`src/rtl/sar_search_pkg.sv`:
```
// Shared types for the successive-approximation search controller.
// State encoding and comparator flag patterns.
package sar_search_pkg;

  typedef enum logic [1:0] {
    IDLE,
    PROBE,
    WAIT
  } state_t;

  // Legal one-hot flag patterns, packed as {lt, gt, eq}
  localparam logic [2:0] F_LT = 3'b100;
  localparam logic [2:0] F_GT = 3'b010;
  localparam logic [2:0] F_EQ = 3'b001;

endpackage

```
`src/rtl/sar_search_ctrl.sv`:
```
// Successive-approximation search controller driving a magnitude
// comparator; recovers an N-bit target in at most N probes.
module sar_search_ctrl
  import sar_search_pkg::*;
#(
  parameter int N       = 8,
  parameter int CMP_LAT = 0
) (
  input  logic         clk,
  input  logic         rst,
  input  logic         start,
  output logic [N-1:0] guess,
  input  logic         lt,
  input  logic         gt,
  input  logic         eq,
  output logic         busy,
  output logic         done,
  output logic [N-1:0] result,
  output logic         early,
  output logic         err
);

  localparam int KW = $clog2(N);
  localparam state_t STEP = (CMP_LAT == 0) ? PROBE : WAIT;

  state_t         state, state_d;
  logic [KW-1:0]  k, k_d;
  logic [N-1:0]   guess_d, result_d;
  logic [N-1:0]   bitk, kept;
  logic           busy_d, done_d, err_d, early_d;
  logic           wait_done;
  logic [2:0]     flags;

  assign flags = {lt, gt, eq};
  assign bitk  = N'(1) << k;
  // acc is implicit: the current guess minus the trial bit when too big
  assign kept  = gt ? (guess & ~bitk) : guess;

  if (CMP_LAT > 0) begin : g_wait
    localparam int CW = $clog2(CMP_LAT + 1);
    logic [CW-1:0] cnt;

    always_ff @(posedge clk or posedge rst) begin
      if (rst) begin
        cnt <= '0;
      end else if (state == WAIT && !wait_done) begin
        cnt <= cnt + 1'b1;
      end else begin
        cnt <= '0;
      end
    end

    assign wait_done = (cnt == CW'(CMP_LAT - 1));
  end else begin : g_nowait
    assign wait_done = 1'b1;
  end

  always_comb begin
    state_d  = state;
    k_d      = k;
    guess_d  = guess;
    result_d = result;
    early_d  = early;
    busy_d   = busy;
    done_d   = 1'b0;
    err_d    = 1'b0;
    unique case (state)
      IDLE: begin
        guess_d = '0;
        busy_d  = 1'b0;
        if (start) begin
          k_d     = KW'(N - 1);
          guess_d = N'(1) << (N - 1);
          busy_d  = 1'b1;
          state_d = STEP;
        end
      end
      WAIT: begin
        if (wait_done) state_d = PROBE;
      end
      PROBE: begin
        state_d = IDLE;
        guess_d = '0;
        busy_d  = 1'b0;
        case (flags)
          F_EQ: begin
            result_d = guess;
            early_d  = 1'b1;
            done_d   = 1'b1;
          end
          F_LT, F_GT: begin
            if (k == '0) begin
              result_d = kept;
              early_d  = 1'b0;
              done_d   = 1'b1;
            end else begin
              k_d     = k - 1'b1;
              guess_d = kept | (bitk >> 1);
              busy_d  = 1'b1;
              state_d = STEP;
            end
          end
          default: begin
            result_d = '0;
            early_d  = 1'b0;
            err_d    = 1'b1;
          end
        endcase
      end
      default: begin
        state_d = IDLE;
        guess_d = '0;
        busy_d  = 1'b0;
      end
    endcase
  end

  always_ff @(posedge clk or posedge rst) begin
    if (rst) begin
      state  <= IDLE;
      k      <= '0;
      guess  <= '0;
      result <= '0;
      early  <= 1'b0;
      busy   <= 1'b0;
      done   <= 1'b0;
      err    <= 1'b0;
    end else begin
      state  <= state_d;
      k      <= k_d;
      guess  <= guess_d;
      result <= result_d;
      early  <= early_d;
      busy   <= busy_d;
      done   <= done_d;
      err    <= err_d;
    end
  end

endmodule

```
`config.mk`:
```
export PLATFORM = sky130hd
export DESIGN_NAME = sar_search_ctrl
export DESIGN_NICKNAME = d
export VERILOG_FILES = /design/src/rtl/sar_search_pkg.sv /design/src/rtl/sar_search_ctrl.sv
export SDC_FILE = /design/constraint.sdc
export NUM_CORES = 1
export LEC_CHECK = 0
export CORE_ASPECT_RATIO = 1.25
export CORE_UTILIZATION = 35
export DETAILED_ROUTE_END_ITERATION = 8
export DONT_BUFFER_PORTS = 1
export GPL_TIMING_DRIVEN = 0
export PLACE_DENSITY = 0.52
export SLEW_MARGIN = 5
export SYNTH_ARGS = -nofsm -noshare
export SYNTH_HDL_FRONTEND = slang
export SYNTH_SLANG_ARGS = --single-unit
```
`constraint.sdc`:
```
create_clock -name clk -period 2.17 [get_ports clk]
set_clock_uncertainty 0.15 [all_clocks]
set_input_delay 0.651 -clock clk [delete_from_list [all_inputs] [get_ports clk]]
set_output_delay 0.651 -clock clk [all_outputs]
set_load 0.05 [all_outputs]
```
==> metrics.yaml <==
run_status:
  outcome: "finished clean"
power_and_ir_drop:
  p_per_area_nw_per_um2: 811
  power_mw: 1.12
  leakage_nw: 0.648
  vdd_drop_max_v: 0.000392
logic_synthesis:
  synth_warnings: 0
  ys_types: 31
  yosys_register_bits: 24
  synth_cells: 134
  synth_simple_gate_area_share_pct: 24.3
  syn-cell-area_sq_um: 1260
  synth_top_family_by_area: "simple AND/OR/NAND/NOR gates"
  mappedNetlistNets: 145
  avgSynthCellArea_sq_um: 9.42
  synth-compound-area-share_pct: 15.6
  synth_xor_area_share_pct: 1.98
  yosys-mux-area-fraction_pct: 0.892
  yosysSeqAreaShare_pct: 47.6
  yosys.area_share.adder_pct: 4.96
worst_setup_path:
  crit_path_start_kind: "register"
  endpoint_kind: "register"
  critical_path_arrival_ps: 1890
  path_delay_family: "compound AO/OA/AOI/OAI gates"
  worstPathCellList: "inv_1 -> ha_1 -> nand2b_4 -> a31o_2 -> buf_6 -> a22o_1"
  path_class: "reg -> reg"
  timing.rr.end: "result[4]$_DFFE_PP0P_"
  crit_end: "result[4]$_DFFE_PP0P_"
  path_buf_inv: 2
  cp_max_fo: 10
  crit_slowest_cell: "dfrtp_1"
  worst_ep_required_time_ps: 2180
  slowest_delay_ps: 430
  r2r-start: "k[0]$_DFFE_PP0P_"
  startpoint: "k[0]$_DFFE_PP0P_"
  path_depth: 6
  r2r_slack_ps: 290
  rr_worst_depth: 6
clocking:
  cts_buffer_depth: 2
  cts_tree: "yes"
  postCtsSetupBuffers: 0
  ctsHoldBuffers: 0
  numClockSinks: 24
  cts.reportedPaths.clkPinSlew_ps: 90
  root_buffer: "clkbuf_8"
  worstSkewPairLatency_ps: 260
  cts_inserted_buffers: 3
  cts-resized-gates: 0
  h-tree-depth: 1
finish:
  drive_gt1_share_pct: 10.9
  final_util_pct: 40.0
  synthToLayoutAreaGrowth_pct: 9.51
  design_area_sq_um: 1380
  layout_common_cells: "24 x dfrtp_1, 23 x nand2_1, 9 x a21oi_1, 8 x nor2b_1, 8 x nor2_1"
  layout_commonest_cell: "dfrtp_1"
  fin_nets: 150
  diodes: 0
route:
  num_vias: 951
  wl_per_cell_um: 15.3
  wirelength_um: 2710
  drcViolationCount: 0
  drtAntennaViolNets: 0
  dr.pass1.iters: 4
  via_per_inst: 5.37
  drtIter0Drc: 28
floorplan:
  die_h_um: 69.2
  start_util_pct: 36.6
  rows: 24
  core_sq_um: 3450
  die_area_sq_um: 3850
  die_x_um: 55.7
  io_pins: 26
global_routing:
  globalRouteOverflowTotal: 0
  grt_pass1_vias: 965
  grt_use_total_pct: 15.7
  grt_max_degree: 25
  grt_pass1_wl_um: 4760
  antenna_found_initial: 0
sta:
  rsz0062_at_grt: "no"
  tightest_slew_ps: 885
  min_period_ps: 1880
  setup_violations: 0
  relSlewSlack_pct: 40.9
  finalMaxSlewViolations: 0
  hold_viol: 0
  finalCritPeriodShare_pct: 86.7
  tns_ps: 0
  fmax_mhz: 531
placed_design:
  io_buffers: 0
  dp_hpwl_um: 2050
  dpl-instance-area_sq_um: 1310
  place_congestion: 0.837
run:
  drv_cap: 0
worst_hold_path:
  hold_class: "in -> async"
cell families after synthesis:
group / count (synthesis)
AND/OR/NAND/NOR: 61
AO/OA/AOI/OAI: 29
flip-flops: 24
buffers and inverters: 12
adder cells (fa/ha/maj): 5
XOR/XNOR: 2
multiplexers: 1
registers in the layout, summed over array words and instances, names as in the netlist:
name and cells:
early 1, guess 8, k 3, busy 1, result 8, state 1, err 1, done 1
Yosys cell counts, drive strengths merged:
cell,number,share of area (%)
a31o,1,0.69
o41ai,3,2.7
o21a,1,0.59
a22o,5,3.5
and2b,1,0.59
a21oi,9,3.6
xor2,2,2.0
nand2,23,6.8
ha,5,5.0
and3,7,3.5
dfrtp,24,48
nor2,8,2.4
inv,6,1.8
buf,5,2.7
nand3b,1,0.59
a21boi,1,0.59
nand3,8,3.6
o31ai,1,0.59
nor3,2,0.79
nand2b,3,2.1
a211oi,1,0.59
mux2,1,0.89
clkbuf,1,0.30
nor2b,8,4.0
o21ai,7,2.8
metal layers:
layer  up-vias  GRT usage, %  wire (um)
met4         0          5.00         19
met3         2          3.94         99
met1       465          19.4       1230
li1        465             -          -
met2        19          26.4       1360
met5         -             0          0
report_power, final:
group          switching, mW  leakage [nW]  internal, mW
Combinational          0.106         0.297        0.0650
Clock                  0.144        0.0357         0.246
Sequential            0.0855         0.315         0.473
layout make-up:
type / count / area (sq um)
multi-input cells: 98 / 602
clock inverters: 1 / 30.0
well taps: 39 / 48.8
clock buffers: 3 / 41.3
fillers: 338 / 2070
plain buffers: 6 / 37.5
flip-flops and latches: 24 / 601
inverters: 6 / 22.5
through the flow:
stage	worst slack (ps)	hold WS [ps]	cells
4_1_cts	274	346	177
6_report	288	306	177
3_3_place_gp	305	378	173
3_5_place_dp	285	383	173
2_1_floorplan	457	347	134
5_1_grt	172	406	177
how the worst min path moves through the flow:
stage,start,end
2_1_floorplan,k[0]$_DFFE_PP0P_,k[0]$_DFFE_PP0P_
3_3_place_gp,k[0]$_DFFE_PP0P_,k[0]$_DFFE_PP0P_
3_5_place_dp,k[0]$_DFFE_PP0P_,k[0]$_DFFE_PP0P_
4_1_cts,rst,result[1]$_DFFE_PP0P_
5_1_grt,rst,result[1]$_DFFE_PP0P_
6_report,rst,result[0]$_DFFE_PP0P_
Note: power is estimated with default switching activity, not from simulation.
